--- src/rtl/safety_display_ctrl.sv ---
// rtl/safety_display_ctrl.sv - arm/trip/ack conditioning and safety FSM driving frame-aligned pattern select

// Two-flop synchronizer followed by a counting debouncer: the filtered value
// only follows the synchronized input after CYCLES consecutive differing samples.
module sdc_debounce #(
    parameter logic [15:0] CYCLES = 16'd50000
) (
    input  logic clk,
    input  logic reset_n,
    input  logic raw_i,
    output logic db_o
);

    logic        sync1_q;
    logic        sync2_q;
    logic        db_q;
    logic [15:0] cnt_q;

    // Bring the asynchronous raw input into the clk domain.
    always_ff @(posedge clk or negedge reset_n) begin
        if (!reset_n) begin
            sync1_q <= 1'b0;
            sync2_q <= 1'b0;
        end else begin
            sync1_q <= raw_i;
            sync2_q <= sync1_q;
        end
    end

    // Count how long the synced value has disagreed with the filtered one; any agreement restarts the count.
    always_ff @(posedge clk or negedge reset_n) begin
        if (!reset_n) begin
            db_q  <= 1'b0;
            cnt_q <= 16'd0;
        end else if (sync2_q == db_q) begin
            cnt_q <= 16'd0;
        end else if (cnt_q == CYCLES - 16'd1) begin
            db_q  <= sync2_q;
            cnt_q <= 16'd0;
        end else begin
            cnt_q <= cnt_q + 16'd1;
        end
    end

    assign db_o = db_q;

endmodule

// Safety state machine with blink timing; the pattern select only moves on vsync rising edges.
module safety_display_ctrl #(
    parameter logic [15:0] DEBOUNCE_CYCLES = 16'd50000,
    parameter logic [7:0]  BLINK_FRAMES    = 8'd30
) (
    input  logic       clk,
    input  logic       reset_n,
    input  logic       i_vs,
    input  logic       i_armed,
    input  logic       i_trip,
    input  logic       i_ack,
    output logic [1:0] o_pattern_select,
    output logic       o_alarm,
    output logic [1:0] o_state
);

    typedef enum logic [1:0] {
        DISARMED   = 2'd0,
        ARMED      = 2'd1,
        ALARM      = 2'd2,
        CLEAR_WAIT = 2'd3
    } state_t;

    logic       armed_db;
    logic       trip_db;
    logic       ack_db;
    logic       ack_db_d_q;
    logic       vs_d_q;
    logic       ack_pulse;
    logic       frame_tick;
    state_t     state_q;
    state_t     state_d;
    logic       alarm_q;
    logic [7:0] blink_cnt_q;
    logic       blink_phase_q;
    logic [1:0] pattern_q;
    logic [1:0] pattern_d;

    sdc_debounce #(.CYCLES(DEBOUNCE_CYCLES)) u_db_armed (
        .clk     (clk),
        .reset_n (reset_n),
        .raw_i   (i_armed),
        .db_o    (armed_db)
    );

    sdc_debounce #(.CYCLES(DEBOUNCE_CYCLES)) u_db_trip (
        .clk     (clk),
        .reset_n (reset_n),
        .raw_i   (i_trip),
        .db_o    (trip_db)
    );

    sdc_debounce #(.CYCLES(DEBOUNCE_CYCLES)) u_db_ack (
        .clk     (clk),
        .reset_n (reset_n),
        .raw_i   (i_ack),
        .db_o    (ack_db)
    );

    // Delayed copies for edge detection of the ack button and of vsync.
    always_ff @(posedge clk or negedge reset_n) begin
        if (!reset_n) begin
            ack_db_d_q <= 1'b0;
            vs_d_q     <= 1'b0;
        end else begin
            ack_db_d_q <= ack_db;
            vs_d_q     <= i_vs;
        end
    end

    assign ack_pulse  = ack_db & ~ack_db_d_q;
    assign frame_tick = i_vs & ~vs_d_q;

    // Next-state rules; a trip wins over a disarm, and disarming alone never leaves ALARM.
    always_comb begin
        state_d = state_q;
        case (state_q)
            DISARMED: begin
                if (armed_db) state_d = ARMED;
            end
            ARMED: begin
                if (trip_db)        state_d = ALARM;
                else if (!armed_db) state_d = DISARMED;
            end
            ALARM: begin
                if (ack_pulse) begin
                    if (trip_db)       state_d = CLEAR_WAIT;
                    else if (armed_db) state_d = ARMED;
                    else               state_d = DISARMED;
                end
            end
            CLEAR_WAIT: begin
                if (!trip_db) state_d = armed_db ? ARMED : DISARMED;
            end
            default: state_d = DISARMED;
        endcase
    end

    // State register with the alarm flag registered alongside it.
    always_ff @(posedge clk or negedge reset_n) begin
        if (!reset_n) begin
            state_q <= DISARMED;
            alarm_q <= 1'b0;
        end else begin
            state_q <= state_d;
            alarm_q <= (state_d == ALARM);
        end
    end

    // Blink timer runs only in ALARM and is held cleared elsewhere so every alarm starts red.
    always_ff @(posedge clk or negedge reset_n) begin
        if (!reset_n) begin
            blink_cnt_q   <= 8'd0;
            blink_phase_q <= 1'b0;
        end else if (state_q != ALARM) begin
            blink_cnt_q   <= 8'd0;
            blink_phase_q <= 1'b0;
        end else if (frame_tick) begin
            if (blink_cnt_q == BLINK_FRAMES - 8'd1) begin
                blink_cnt_q   <= 8'd0;
                blink_phase_q <= ~blink_phase_q;
            end else begin
                blink_cnt_q <= blink_cnt_q + 8'd1;
            end
        end
    end

    // Colour wanted for the current state: white, green, red, or red/white blinking.
    always_comb begin
        pattern_d = 2'd0;
        case (state_q)
            DISARMED:   pattern_d = 2'd0;
            ARMED:      pattern_d = 2'd1;
            ALARM:      pattern_d = blink_phase_q ? 2'd0 : 2'd2;
            CLEAR_WAIT: pattern_d = 2'd2;
            default:    pattern_d = 2'd0;
        endcase
    end

    // Latch the wanted colour only at a frame boundary so a frame never mixes colours.
    always_ff @(posedge clk or negedge reset_n) begin
        if (!reset_n) begin
            pattern_q <= 2'd0;
        end else if (frame_tick) begin
            pattern_q <= pattern_d;
        end
    end

    assign o_pattern_select = pattern_q;
    assign o_alarm          = alarm_q;
    assign o_state          = state_q;

endmodule

--- config.mk ---
export PLATFORM = sky130hd
export DESIGN_NAME = safety_display_ctrl
export DESIGN_NICKNAME = d
export VERILOG_FILES = /design/src/rtl/safety_display_ctrl.sv
export SDC_FILE = /design/constraint.sdc
export NUM_CORES = 1
export LEC_CHECK = 0
export ABC_CLOCK_PERIOD_IN_PS = 2200
export CAP_MARGIN = 20
export CORE_MARGIN = 1
export CORE_UTILIZATION = 40
export CTS_CLUSTER_DIAMETER = 150
export CTS_CLUSTER_SIZE = 30
export DETAILED_ROUTE_END_ITERATION = 16
export GPL_ROUTABILITY_DRIVEN = 0
export GPL_TIMING_DRIVEN = 0
export PLACE_DENSITY = 0.67
export SLEW_MARGIN = 20
export SYNTH_ARGS = -nofsm -noshare
export SYNTH_HDL_FRONTEND = slang
export SYNTH_SLANG_ARGS = --single-unit
--- constraint.sdc ---
create_clock -name clk -period 2.2 [get_ports clk]
set_clock_uncertainty 0.15 [all_clocks]
set_input_delay 0.22 -clock clk [delete_from_list [all_inputs] [get_ports clk]]
set_output_delay 0.22 -clock clk [all_outputs]
set_load 0.05 [all_outputs]
==> results.yml <==
worst_setup_path:
  crit_path_cell_trace: "or4b_1 > or4_4 > nand2_4 > buf_6 > nor2_1"
  worstSetupEndpointType: "register"
  path_buf_inv: 1
  crit_type: "reg2reg"
  cp-start-kind: "register"
  critical-path-top-delay-family: "simple AND/OR/NAND/NOR gates"
  crit_slowest_cell: "or4_4"
  cp.required_ns: 2.29
  cpPeakStageDelay_ns: 0.57
  crit_fanout: 10
  arrival_ns: 2.21
sta:
  tightestPinTransition_ns: 0.4887
  period_minus_slack_ns: 2.128
  fin_crit_sh: 0.9672
  whs_ns: 0.1573
  drv_slew: 0
  rsz0062_at_grt: "no"
  finalHoldViolCount: 0
  setup_viol: 0
  max_freq_ghz: 0.4700
  slew_headroom: 0.6732
logic_synthesis:
  netlist-cell-type-count: 38
  synth-main-ff-cell: "dfrtp_1"
  synth_edf_count: 0
  yosys_warnings: 0
  synth_top_area_frac: 0.5444
  netlist_instances: 325
  netlist_area_um2: 3356
  synthArstFlopShare: 1.000
  ys_seq_area_frac: 0.5444
  synth_common_cells: "dfrtp_1, nor2_1, xnor2_1"
  synthMostInstantiatedCell: "dfrtp_1"
  synth-seq-cells: 73
  synth_nets: 336
  synth_area_leader_cell: "dfrtp_1"
  synth_top_cells_by_area: "dfrtp_1, xnor2_1, nor2_1"
  avgSynthCellArea_um2: 10.33
clock_tree:
  cts_tree: "done"
  clock_latency_ns: 0.35
  cts_buffers: 9
  cts_max_path_buffers: 2
  clock_sinks: 73
  clk_pin_slew_worst_paths_ns: 0.07
  clockRootBuffer: "clkbuf_8"
  htreeDepth: 3
finish:
  final_layout_size_suffix_gt1_frac: 0.09270
  diodes: 0
  final_area_um2: 3865
  final_nets: 364
  post-route-util: 0.4728
  layout-area-overhead-vs-synth_pct: 15.18
  fin_cells: 461
route:
  dr.pass1.iters: 4
  drc_errors: 0
  routed-via-count: 2336
  wl_um: 6066
  viasPerCell: 5.067
  antenna_left: 0
  drtIter0Drc: 81
  wl_per_cell_um: 13.16
global_route:
  overflow: 0
  antenna_found_initial: 0
  grt_pass1_vias: 2356
  grt_pass1_wl_um: 10800
  grt_max_degree: 53
  grt_usage: 0.1583
die:
  core_area_um2: 8175
  placement_rows: 33
  die_y_um: 93.60
  ios: 11
  die_w_um: 93.60
  start_util: 0.4105
  die-area_um2: 8760
power:
  p_leak_nw: 1.575
  irDropWorstVdd_mv: 0.3011
  power_density_nw_per_um2: 645.7
placement:
  port_buffers: 10
  dp.cells: 441
  placed_area_um2: 3612
  dp_hpwl_um: 3979
status:
  status: "complete, no violations"
worst_hold_path:
  worstHoldPathType: "in2async"
run:
  maxCapViolCount: 0
registers in the layout, indices dropped and copies added, names as in the netlist:
| name | flops |
|---|---|
| o_state | 2 |
| blink_cnt_q | 8 |
| ack_db_d_q | 1 |
| u_db_ack.sync1_q | 1 |
| u_db_armed.db_o | 1 |
| u_db_ack.cnt_q | 16 |
| u_db_trip.db_o | 1 |
| o_pattern_select | 2 |
| vs_d_q | 1 |
| u_db_ack.sync2_q | 1 |
| blink_phase_q | 1 |
| u_db_trip.sync1_q | 1 |
| o_alarm | 1 |
| u_db_armed.sync1_q | 1 |
| u_db_trip.sync2_q | 1 |
| u_db_ack.db_o | 1 |
| u_db_armed.sync2_q | 1 |
| u_db_armed.cnt_q | 16 |
| u_db_trip.cnt_q | 16 |
stage by stage:
| step | setup TNS, ns | total power (W) | setup WS, ns |
|---|---|---|---|
| after detailed placement | -0.6520 | 0.001495 | -0.07443 |
| after floorplan | 0 | 0.001440 | 0.1913 |
| after global placement | -125.88 | 0.001486 | -1.723 |
| after CTS | 0 | 0.002518 | 0.03122 |
| after global routing | 0 | 0.002602 | 0.003233 |
| final | 0 | 0.002496 | 0.07217 |
kinds of logic (layout without fill, tap and decap cells):
logic type | count (synthesis) | in the layout | synth area share
DFF | 73 | 73 | 0.5444
adders and majority gates | 5 | 5 | 0.01864
AOI/OAI and AO/OA | 19 | 19 | 0.04437
muxes | 3 | 3 | 0.01118
and+or+nand+nor | 156 | 156 | 0.2267
buffers and inverters | 19 | 50 | 0.02423
xor gates and xnor gates | 50 | 50 | 0.1305
power by group:
group	leakage, nW	total, W	internal [W]	switching, W
combinational	0.483	0.0000969	0.0000384	0.0000585
clock	0.0978	0.00102	0.000536	0.000484
sequential	0.995	0.00138	0.00136	0.0000167
total	1.58	0.00250	0.00194	0.000560
cell type report:
type | instances | area, um^2
clock inverter | 4 | 45.04
tap | 105 | 131.4
timing repair buffer | 17 | 172.7
multi-input combinational | 233 | 1469
inverter | 15 | 56.30
fill | 746 | 4310
sequential | 73 | 1828
buffer | 4 | 25.02
clock buffer | 10 | 137.6
layout by cell type, fill, tap and decap left out, drive strengths merged, types with 3 or more instances in the layout:
| cell type | instances |
|---|---|
| nand2b | 4 |
| buf | 10 |
| nand3 | 21 |
| nor3 | 9 |
| or3 | 4 |
| nand2 | 16 |
| nor4 | 13 |
| inv | 15 |
| nand4 | 9 |
| clkdlybuf4s50 | 9 |
| clkbuf | 11 |
| mux2 | 3 |
| dfrtp | 73 |
| xnor2 | 39 |
| ha | 5 |
| nor2 | 66 |
| o21ai | 8 |
| xor2 | 11 |
| clkinv | 3 |
| nor4b | 3 |
worst paths after layout:
kind                               startpoint                  end  slack, ns  cells past startpoint
setup / recovery           u_db_ack.cnt_q[10]   u_db_ack.cnt_q[11]       0.07                      5
hold / removal                        reset_n  u_db_trip.cnt_q[11]       0.16                      2
setup reg to reg           u_db_ack.cnt_q[10]   u_db_ack.cnt_q[11]       0.07                      5
min in group clk                        i_ack     u_db_ack.sync1_q       0.16                      1
max in group asynchronous             reset_n  u_db_armed.cnt_q[2]       1.19                      3
hold reg to reg              u_db_ack.sync1_q     u_db_ack.sync2_q       0.20                      0
metal layers:
metal	global-route usage	share of wire	vias to the layer above
met1	0.2001	0.50	1138
met2	0.2537	0.45	25
met5	0	0	-
met4	0.08333	0.025	0
met3	0.03415	0.023	13
li1	-	-	1160
timing repair:
action	4_1_cts	5_1_grt
setup buffers	0	5
hold endpoints to repair	73	0
endpoints found under the setup margin	13	30
pin swaps	0	3
gates resized for setup	2	2
hold buffers	1	0
gates cloned	0	0
Power figures use the tool's default switching activity.
